$ cat config.mk
export PLATFORM = sky130hd
export DESIGN_NAME = data_memory
export DESIGN_NICKNAME = d
export VERILOG_FILES = /design/src/rtl/data_memory.sv
export SDC_FILE = /design/constraint.sdc
export NUM_CORES = 2
export LEC_CHECK = 0
export BUFFER_PORTS_ARGS = -buffer_cell sky130_fd_sc_hd__buf_2
export CORE_MARGIN = 2
export CORE_UTILIZATION = 47
export CTS_BUF_LIST = sky130_fd_sc_hd__clkbuf_2 sky130_fd_sc_hd__clkbuf_4 sky130_fd_sc_hd__clkbuf_8
export DETAILED_ROUTE_END_ITERATION = 8
export PLACE_DENSITY = 0.67
export SLEW_MARGIN = 20
export SYNTH_ARGS = -nofsm -noshare
export SYNTH_HDL_FRONTEND = slang
export SYNTH_SLANG_ARGS = --single-unit
$ cat constraint.sdc
create_clock -name CLK -period 6 [get_ports CLK]
set_clock_uncertainty 0.1 [all_clocks]
set_input_delay 0.6 -clock CLK [delete_from_list [all_inputs] [get_ports CLK]]
set_output_delay 0.6 -clock CLK [all_outputs]
set_load 0.02 [all_outputs]
$ cat src/rtl/data_memory.sv
// Main data memory behind the data cache: 64 x 32-bit blocks, one whole block per access,
// with a busywait handshake and a fixed programmable latency that models slow DRAM.
module data_memory #(
    parameter int LATENCY        = 5,
    parameter bit CLEAR_ON_RESET = 1'b1
) (
    input  logic        CLK,
    input  logic        RESET,
    input  logic        mem_read,
    input  logic        mem_write,
    input  logic [5:0]  mem_address,
    input  logic [31:0] mem_writedata,
    output logic [31:0] mem_readdata,
    output logic        mem_busywait
);

    typedef enum logic [1:0] {
        IDLE = 2'd0,
        BUSY = 2'd1,
        DONE = 2'd2
    } state_t;

    state_t      state;
    state_t      state_next;
    logic [3:0]  counter;
    logic [5:0]  req_addr;
    logic [31:0] req_wdata;
    logic        req_write;
    logic [31:0] storage [64];

    logic accept;
    logic commit;

    // Both strobes high at once is treated as no request at all.
    assign accept = (state == IDLE) && (mem_read ^ mem_write);
    assign commit = (state == BUSY) && (counter == 4'd0);

    always_comb begin
        state_next   = state;
        mem_busywait = 1'b0;
        unique case (state)
            IDLE: begin
                if (accept) begin
                    mem_busywait = 1'b1;
                    state_next   = BUSY;
                end
            end
            BUSY: begin
                mem_busywait = 1'b1;
                if (commit) begin
                    state_next = DONE;
                end
            end
            DONE: begin
                state_next = IDLE;
            end
            default: begin
                state_next = IDLE;
            end
        endcase
    end

    always_ff @(posedge CLK) begin
        if (RESET) begin
            state        <= IDLE;
            counter      <= 4'd0;
            req_addr     <= 6'd0;
            req_wdata    <= 32'h0;
            req_write    <= 1'b0;
            mem_readdata <= 32'h0;
        end else begin
            state <= state_next;
            if (accept) begin
                req_addr  <= mem_address;
                req_wdata <= mem_writedata;
                req_write <= mem_write;
                counter   <= 4'(LATENCY - 1);
            end else if ((state == BUSY) && (counter != 4'd0)) begin
                counter <= counter - 4'd1;
            end
            if (commit && !req_write) begin
                mem_readdata <= storage[req_addr];
            end
        end
    end

    // Reset wins over a commit in the same edge, so an aborted write never lands.
    always_ff @(posedge CLK) begin
        if (RESET) begin
            if (CLEAR_ON_RESET) begin
                for (int i = 0; i < 64; i++) begin
                    storage[i] <= 32'h0;
                end
            end
        end else if (commit && req_write) begin
            storage[req_addr] <= req_wdata;
        end
    end

endmodule

==> impl_results.md <==
* WP data required at 6.90 ns
* Clock buffer depth at 4
* Tcrit/Tclk final at 72.3%
* Die width at 455 µm
* Dpl hpwl at 186 mm
* Synth Flop Type: edfxtp_1
* Logic gate share of total power at 10.9%
* Peak VDD IR at 0.221 mV
* Final Hold Violating Endpoints at 0
* Reported net switching power at 9.06 mW
* Non-Filler Instances at 9746
* Mapped Cells at 6853
* Reg2Reg Setup Slack at 1.66 ns
* Tmin final at 4.34 ns
* Outcome: finished, final reports clean
* Utilization after layout at 52.1%
* Hold-fix buffers at CTS at 43
* Post-DR vias/cell at 6.28
* Static Leak at 37.7 nW
* P per Cell Area at 318 nW/µm²
* Placed Cells incl. Taps at 9068
* Mean cell area of the mapped netlist at 14.0 µm²
* EDFF count, synth at 2048
* CTS resizes at 0
* Drt wl/cell at 33.6 µm
* Routed wire length at 327 mm
* Via count at 61236
* CTS root buffer: clkbuf_8
* Multi-input logic area at 29700 µm²
* Async set-reset flop share out of synthesis at 0%
* Nature of the critical path startpoint: register
* Largest cells by area after synthesis: edfxtp_1, and2_1, mux4_2, mux2i_1, a221oi_1
* FP Rows at 165
* GPL Wtd Cong at 0.992
* Fin Setup TNS at 0 ns
* Ys Warns at 0
* Die Y at 455 µm
* RSZ-0062 raised after global routing: no
* Count of cell types in the netlist at 67
* Worst Tran Pin Value at 1.30 ns
* Sw frac at 27.0%
* Fin. max-slew vios at 0
* IO buf count at 74
* Syn Nets at 6897
* Power, Total at 33.6 mW
* Final ANT Viol Nets at 0
* Cell taking the most area after synthesis: edfxtp_1
* Vias in the first global route at 59280
* Fill cells at 16617
* Initial antenna violation count at 38
* Max Freq at 230 MHz
* Setup violations, final at 0
* HP Class: in2reg
* Clock slew at reported path FFs at 0.06 ns
* Slew margin rel. at 12.5%
* H-tree depth at 5
* Clock sink total at 2125
* Setup bufs post-CTS at 0
* Post-synth top area share at 64.3%
* Iteration-0 DRC Markers at 9064
* Clock share of power at 38.0%
* Top Ports at 75
* Cell Area, Synth at 95700 µm²
* Core area at 202000 µm²
* Power share of the sequential group at 51.1%
* Area growth syn-to-layout at 10.1%
* # DRC at 0
* MaxCap Viol Count at 0
* Clock buffer count from CTS at 366
* CP arrival at 5.24 ns
* Critical path type: reg2reg
* GR Overflow Total at 0
* CTS tree: built
* P_int at 24.5 mW
* Skew-Pair Late Insertion Delay at 1.12 ns
* Nets at 6852
* CP Max Fanout at 120
* CP endpoint kind: register
* Share of layout cells above drive strength 1 at 17.3%
* Synth Register Bits at 2125
* FF/Latch Area at 63100 µm²
* Post-synthesis sequential area ratio at 65.9%
* Die ar. at 207000 µm²
* All-Layer GR Usage at 31.3%
* First-pass GRT wire length at 457 mm
* Starting Density at 47.3%
* Largest net degree at the start of global routing at 121
* Pre-antenna DRT Iters at 8
==> cell families (layout without fill, tap and decap cells) <==
logic type / count (synthesis) / in the layout / synth area share [%]
buffers and inverters: 722 / 928 / 3.31
muxes: 553 / 553 / 8.29
xor gates and xnor gates: 4 / 4 / 0.0366
and+or+nand+nor: 2618 / 2618 / 16.1
adders and majority gates: 2 / 2 / 0.0261
AOI/OAI and AO/OA: 829 / 829 / 6.34
other: 0 / 15 / 0
DFF: 2125 / 2125 / 65.9
==> area by class of cell <==
class                      instances  area share (%)
timing repair buffer             304            2.24
inverter                           5          0.0237
antenna                           15          0.0356
clock buffer                     496            5.78
tap                             2672            3.17
sequential                      2125            59.9
multi-input combinational       4006            28.2
clock inverter                   123           0.666
==> cells in the final DEF, fill, tap and decap left out, types with 19 or more instances in the layout <==
master / instances
and2_1: 2049
buf_4: 175
a22oi_1: 97
dfxtp_1: 42
dfxtp_2: 28
o21ai_0: 100
dlygate4sd3_1: 43
clkinv_1: 75
or2_2: 65
nand4_1: 19
nand2_1: 126
clkbuf_4: 118
nand3_1: 26
clkbuf_8: 378
nor2_1: 203
buf_2: 73
mux2_2: 24
a31oi_1: 27
mux4_2: 189
clkinv_2: 35
a221oi_1: 309
nor2_2: 64
a21oi_1: 89
mux2i_1: 340
o22ai_1: 86
edfxtp_1: 2048
==> per-layer routing <==
metal  wire, µm  up-vias  GRT usage (%)
li1           -    25005              -
met1     121000    30977           41.2
met2     143000     4303           45.9
met3      39900      925           8.79
met4      23700       26           19.6
met5        178        -              0
==> final timing paths <==
path | start | endpoint | depth (start not counted)
worst max-delay path | req_addr[2] | mem_readdata[23] | 6
worst min-delay path | mem_read | counter[3] | 4
worst max register to register | req_addr[2] | mem_readdata[23] | 6
worst min register to register | req_wdata[19] | req_wdata[19] | 2
==> Yosys cell counts, types with 5 or more instances <==
master	n
and2_1	2053
edfxtp_1	2048
clkbuf_1	441
mux2i_1	340
a221oi_1	309
nor2_1	250
mux4_2	189
nand2_1	128
buf_2	113
o21ai_0	110
a22oi_1	97
clkbuf_2	97
a21oi_1	89
o22ai_1	88
dfxtp_1	77
or2_2	66
a31oi_1	27
buf_1	27
buf_4	26
nand3_1	26
mux2_2	24
nor2_2	20
nand4_1	19
o31a_1	18
a22o_1	16
o211ai_1	14
buf_6	13
nor3_1	13
a311oi_1	10
o21a_1	8
nor2b_1	7
a211oi_1	6
o22a_1	6
and3_1	5
nand2b_1	5
==> stage by stage <==
stage	area [µm²]	hold WS [ns]	setup WS, ns
after floorplan	95700	0.391	3.33
after global placement	98100	0.389	1.70
after detailed placement	98100	0.392	1.71
after CTS	105000	0.157	1.70
after global routing	105000	0.204	1.65
final	105000	0.228	1.66
==> flip-flops by register name, summed over array words and instances, names as in the netlist <==
register	flops
counter	4
mem_readdata	32
req_addr	6
req_wdata	32
req_write	1
state	2
storage	2048
==> worst max-delay path, cell delays in order, from the launching register on <==
cell and delay [ns]:
dfxtp_4 0.93, buf_12 0.64, mux4_2 0.47, o21ai_0 0.92, o211ai_1 0.42, a21oi_1 0.36
a31oi_1 0.12
==> power by group through the flow <==
| stage | combinational, mW | sequential (mW) | clock, mW |
|---|---|---|---|
| 2_1_floorplan | 1.97 | 17.2 | 0 |
| 3_3_place_gp | 3.50 | 17.4 | 0 |
| 3_5_place_dp | 3.53 | 17.4 | 0 |
| 4_1_cts | 3.56 | 17.1 | 12.8 |
| 5_1_grt | 3.72 | 17.2 | 13.4 |
| 6_report | 3.67 | 17.1 | 12.8 |
No activity file was read; power rests on OpenSTA's default activity.
